$ cat config.mk
export PLATFORM = sky130hd
export DESIGN_NAME = tile_16_pic_fetch
export DESIGN_NICKNAME = d
export VERILOG_FILES = /design/src/rtl/tile16_pkg.sv /design/src/rtl/tile_16_pic_rom.sv /design/src/rtl/tile_16_pic_fetch.sv
export SDC_FILE = /design/constraint.sdc
export NUM_CORES = 1
export LEC_CHECK = 0
export ABC_AREA = 1
export CAP_MARGIN = 20
export CORE_UTILIZATION = 40
export DETAILED_ROUTE_END_ITERATION = 10
export MAX_ROUTING_LAYER = met4
export PLACE_DENSITY = 0.55
export REMOVE_ABC_BUFFERS = 1
export SETUP_SLACK_MARGIN = 0.05
export SYNTH_ARGS = -nofsm -noshare
export SYNTH_HDL_FRONTEND = slang
export SYNTH_SLANG_ARGS = --single-unit
export TNS_END_PERCENT = 50
$ cat constraint.sdc
create_clock -name Clk -period 7.63 [get_ports Clk]
set_clock_uncertainty 0.15 [all_clocks]
set_input_delay 2.289 -clock Clk [delete_from_list [all_inputs] [get_ports Clk]]
set_output_delay 2.289 -clock Clk [all_outputs]
set_load 0.05 [all_outputs]
$ cat src/rtl/tile16_pkg.sv
// Shared constants, swap FSM state type and tile image contents for the
// 16-tile picture fetch stage.
package tile16_pkg;

  localparam int TILES_PER_ROW = 4;
  localparam int NUM_TILES     = 16;
  localparam int TILE_ID_W     = 4;
  localparam int PAL_IDX_W     = 5;
  localparam int ROM_ADDR_W    = 14;

  typedef enum logic [1:0] {
    ST_IDLE,
    ST_WAIT_VB,
    ST_SWAP,
    ST_DONE
  } swap_state_t;

  // Image word for a ROM address {tile_id, row, col}; each tile gets a
  // distinct gradient so tile placement is visible on screen.
  function automatic logic [PAL_IDX_W-1:0] pic_rom_word(input logic [ROM_ADDR_W-1:0] addr);
    logic [7:0] acc;
    acc = 8'd1 + 8'(addr[13:10]) * 8'd7 + 8'(addr[9:5]) + 8'(addr[4:0]) * 8'd3;
    return acc[PAL_IDX_W-1:0];
  endfunction

endpackage

$ cat src/rtl/tile_16_pic_rom.sv
// Tile image ROM: 16 tiles of 32x32 palette indices, one-cycle registered read.
module tile_16_pic_rom
  import tile16_pkg::*;
(
  input  logic                  clk,
  input  logic [ROM_ADDR_W-1:0] addr,
  output logic [PAL_IDX_W-1:0]  data
);

  logic [PAL_IDX_W-1:0] data_q;

  always_ff @(posedge clk) begin
    data_q <= pic_rom_word(addr);
  end

  assign data = data_q;

endmodule

$ cat src/rtl/tile_16_pic_fetch.sv
// Raster-to-palette-index fetch for a 4x4 sliding tile picture, with tile map
// swaps deferred to vertical blanking.
module tile_16_pic_fetch
  import tile16_pkg::*;
#(
  parameter int PIC_X0   = 256,
  parameter int PIC_Y0   = 176,
  parameter int TILE_PX  = 32,
  parameter int V_ACTIVE = 480
) (
  input  logic                 Clk,
  input  logic                 Reset,
  input  logic [9:0]           DrawX,
  input  logic [9:0]           DrawY,
  input  logic                 blank,
  input  logic                 swap_req,
  input  logic [3:0]           swap_pos_a,
  input  logic [3:0]           swap_pos_b,
  output logic                 swap_busy,
  output logic                 swap_done,
  output logic [PAL_IDX_W-1:0] pal_index,
  output logic                 blank_out
);

  localparam int TILE_SH = $clog2(TILE_PX);
  localparam int PIC_W   = TILES_PER_ROW * TILE_PX;

  logic [9:0]            rx;
  logic [9:0]            ry;
  logic                  inside_d;
  logic [3:0]            map_pos;
  logic [TILE_ID_W-1:0]  tile_id;
  logic [ROM_ADDR_W-1:0] addr_d;
  logic [ROM_ADDR_W-1:0] addr_q;
  logic                  inside1_q;
  logic                  blank1_q;
  logic                  inside2_q;
  logic                  blank2_q;
  logic [PAL_IDX_W-1:0]  rom_data;

  logic [TILE_ID_W-1:0]  map_q [NUM_TILES];
  logic [TILE_ID_W-1:0]  map_d [NUM_TILES];
  swap_state_t           state_q;
  swap_state_t           state_d;
  logic [3:0]            pos_a_q;
  logic [3:0]            pos_a_d;
  logic [3:0]            pos_b_q;
  logic [3:0]            pos_b_d;

  // Range checks on the raw coordinates so out-of-picture pixels never alias
  // into the grid through subtraction wrap.
  always_comb begin
    rx       = DrawX - 10'(PIC_X0);
    ry       = DrawY - 10'(PIC_Y0);
    inside_d = (32'(DrawX) >= PIC_X0) && (32'(DrawX) < PIC_X0 + PIC_W) &&
               (32'(DrawY) >= PIC_Y0) && (32'(DrawY) < PIC_Y0 + PIC_W);
    map_pos  = {ry[TILE_SH+1:TILE_SH], rx[TILE_SH+1:TILE_SH]};
    tile_id  = map_q[map_pos];
    addr_d   = {tile_id, ry[TILE_SH-1:0], rx[TILE_SH-1:0]};
  end

  always_ff @(posedge Clk) begin
    if (Reset) begin
      addr_q    <= '0;
      inside1_q <= 1'b0;
      blank1_q  <= 1'b0;
      inside2_q <= 1'b0;
      blank2_q  <= 1'b0;
    end else begin
      addr_q    <= addr_d;
      inside1_q <= inside_d;
      blank1_q  <= blank;
      inside2_q <= inside1_q;
      blank2_q  <= blank1_q;
    end
  end

  tile_16_pic_rom u_rom (
    .clk  (Clk),
    .addr (addr_q),
    .data (rom_data)
  );

  assign pal_index = (inside2_q && blank2_q) ? rom_data : '0;
  assign blank_out = blank2_q;

  always_comb begin
    state_d   = state_q;
    pos_a_d   = pos_a_q;
    pos_b_d   = pos_b_q;
    map_d     = map_q;
    swap_busy = 1'b0;
    swap_done = 1'b0;
    case (state_q)
      ST_IDLE: begin
        if (swap_req) begin
          pos_a_d = swap_pos_a;
          pos_b_d = swap_pos_b;
          state_d = ST_WAIT_VB;
        end
      end
      ST_WAIT_VB: begin
        swap_busy = 1'b1;
        if (32'(DrawY) >= V_ACTIVE) state_d = ST_SWAP;
      end
      ST_SWAP: begin
        // a == b falls out naturally: both writes carry the same value.
        swap_busy       = 1'b1;
        map_d[pos_a_q]  = map_q[pos_b_q];
        map_d[pos_b_q]  = map_q[pos_a_q];
        state_d         = ST_DONE;
      end
      ST_DONE: begin
        swap_done = 1'b1;
        state_d   = ST_IDLE;
      end
      default: state_d = ST_IDLE;
    endcase
  end

  always_ff @(posedge Clk) begin
    if (Reset) begin
      state_q <= ST_IDLE;
      pos_a_q <= '0;
      pos_b_q <= '0;
      for (int i = 0; i < NUM_TILES; i++) map_q[i] <= TILE_ID_W'(i);
    end else begin
      state_q <= state_d;
      pos_a_q <= pos_a_d;
      pos_b_q <= pos_b_d;
      for (int i = 0; i < NUM_TILES; i++) map_q[i] <= map_d[i];
    end
  end

endmodule
==> impl_metrics.ini <==
[run_status]
status = complete, no violations

[global_routing]
met3_usage_pct = 6.107
grt.busiest_layer = met2
met2_usage_pct = 45.82
grt-ovfl-total = 0
grt_pass1_wl_mm = 40.93
grt_max_degree = 65
grt_use_total_pct = 30.91
grt_use_met1_pct = 40.47
grt_pass1_vias = 7122
antenna_found_initial = 0

[power]
power_leakage_nw = 3.921
sequentialPowerShare_pct = 28.3
power.total_mw = 2.244
clkPwrFrac_pct = 21.4
switchingPower_mw = 1.157
switching_share_pct = 51.58
intPower_mw = 1.087
p_per_area_mw_per_mm2 = 280.0
irDropWorstVdd_mv = 0.1471
pwr-share-comb_pct = 50.3

[clocking]
hold_buffers = 0
clkTransAtPathRegs_ns = 0.07
cts_tree = built
cts_buffers = 9
clk_latency_ns = 0.37
htreeDepth = 3
clock_path_buffers = 2
post_cts_resized = 0
clockRootBuffer = clkbuf_16
post_cts_buffers = 0
clock_sinks = 97

[setup_path]
critPathRequiredTime_ns = 7.74
cp_max_fo = 24
cp-end-kind = flip-flop
cp-start-kind = input pin
crit_type = in2reg
worstPathArrival_ns = 4.56

[layout]
finalInstanceArea_mm2 = 0.008013
syn_to_final_growth_pct = 9.620
fillers = 1998
seq_area_mm2 = 0.001942
final_common_cell = nand2_1
diodes = 0
final_cell_mix = nand2_1, inv_1, dfxtp_1
multi_input_area_mm2 = 0.004436
final_nets = 1344
final_util_pct = 44.61
drive_gt1_share_pct = 6.878

[sta]
relSlewSlack_pct = 21.38
grt_setup_unrepaired = false
fin_crit_ns = 4.459
fmax_ghz = 0.2243
finalCritPeriodShare_pct = 58.44
layout_setup_ws_ns = 3.171
tightest_slew_ns = 1.178
drv_slew = 0
setup_viol = 0
fin_setup_tns_ns = 0
finalHoldViolations = 0

[floorplan]
rows = 49
die_h_um = 137.2
core_mm2 = 0.01796
start_util_pct = 40.69
dieArea_mm2 = 0.01882
io_pins = 40
die_w_um = 137.2

[place]
place_area_mm2 = 0.007711
pre_cts_ws_ns = 2.900
place.gp.congestion = 0.9765
numPortBuffers = 39
hpwl_mm = 19.27

[drt]
drt_iter0_drc = 733
totalWireLength_mm = 27.28
routedWlPerCell_um = 17.91
viasPerCell = 5.211
drcViolationCount = 0
dr.pass1.iters = 5
vias = 7936
ant_nets = 0

[yosys]
ys_types = 31
seq_area_frac_synth_pct = 26.57
postSynthAreaPerCell_um2 = 5.697
synth_warnings = 0
ys_ff_latch = 97
postSynthCellCount = 1283
synth_area_mm2 = 0.007310

[flow_run]
cap_violations = 0

[worst_hold_path]
hold_class = reg2reg
## critical path, stage by stage
cell	delay [ns]
clkdlybuf4s50_1	1.09
clkinv_1	0.52
a21oi_1	0.24
o21ai_0	0.10
o21ai_0	0.10
nand2_1	0.07
nand2_1	0.08
nor2_1	0.05
## cell families (layout without fill, tap and decap cells)
family | count (synthesis) | in the layout | synth area share, %
AND/OR/NAND/NOR | 727 | 727 | 39.37
buffers and inverters | 217 | 228 | 12.75
AO/OA/AOI/OAI | 208 | 208 | 14.81
flip-flops | 97 | 97 | 26.57
adder cells (fa/ha/maj) | 23 | 23 | 5.169
XOR/XNOR | 10 | 10 | 1.198
multiplexers | 1 | 1 | 0.1369
## synth_stat cells (all sizes together)
cell type,instances,area [um^2]
nand2,569,2166
inv,166,625.6
nand3,39,195.2
mux2i,1,10.01
fa,12,240.2
a2111oi,1,8.760
o21bai,1,7.510
a21oi,85,425.4
xnor2,6,52.55
nor2,104,440.4
nor3,14,70.07
xor2,4,35.03
o21ai,110,558.0
clkbuf,22,82.58
nand4,1,6.260
o21a,4,30.03
clkinv,3,11.26
dfxtp,97,1942
o211ai,6,45.04
ha,11,137.6
a22oi,1,7.510
buf,26,212.7
## layout make-up
class,instances,share of cell area (%)
multi-input combinational,969,55.36
tap,229,3.576
timing repair buffer,43,5.122
inverter,169,7.948
clock buffer,10,2.983
clock inverter,6,0.7808
sequential,97,24.23
## power groups by stage
stage / Sequential, mW / Combinational, mW / Clock, mW
2_1_floorplan: 0.650 / 0.665 / 0
3_3_place_gp: 0.644 / 1.10 / 0
3_5_place_dp: 0.642 / 1.10 / 0
4_1_cts: 0.631 / 1.10 / 0.486
5_1_grt: 0.642 / 1.22 / 0.509
6_report: 0.634 / 1.13 / 0.480
## state kept, by name, indices dropped and copies added, names as in the netlist
signal and cells:
addr_q 14, blank1_q 1, blank_out 1, inside1_q 1, inside2_q 1, map_q 64, pos_a_q 4, pos_b_q 4
state_q 2, u_rom.data 5
## through the flow
step	hold slack (ns)	instances
3_3_place_gp	0.2427	1507
2_1_floorplan	0.2383	1235
6_report	0.2527	1523
4_1_cts	0.2524	1523
3_5_place_dp	0.2423	1507
5_1_grt	0.2829	1523
## final timing paths
path	slack, ns	from	cells after the start	end
worst min register to register	0.25	inside1_q	2	inside2_q
worst min-delay path	0.25	inside1_q	2	inside2_q
worst max register to register	3.76	pos_a_q[1]	9	map_q[55]
worst max-delay path	3.17	DrawX[6]	8	addr_q[10]
## metal layers
layer	routed length, um	vias to the layer above
li1	-	3953
met1	12350	3566
met2	11740	340
met3	2048	77
met4	1137	0
met5	0	-
(Power assumes the default switching activity.)
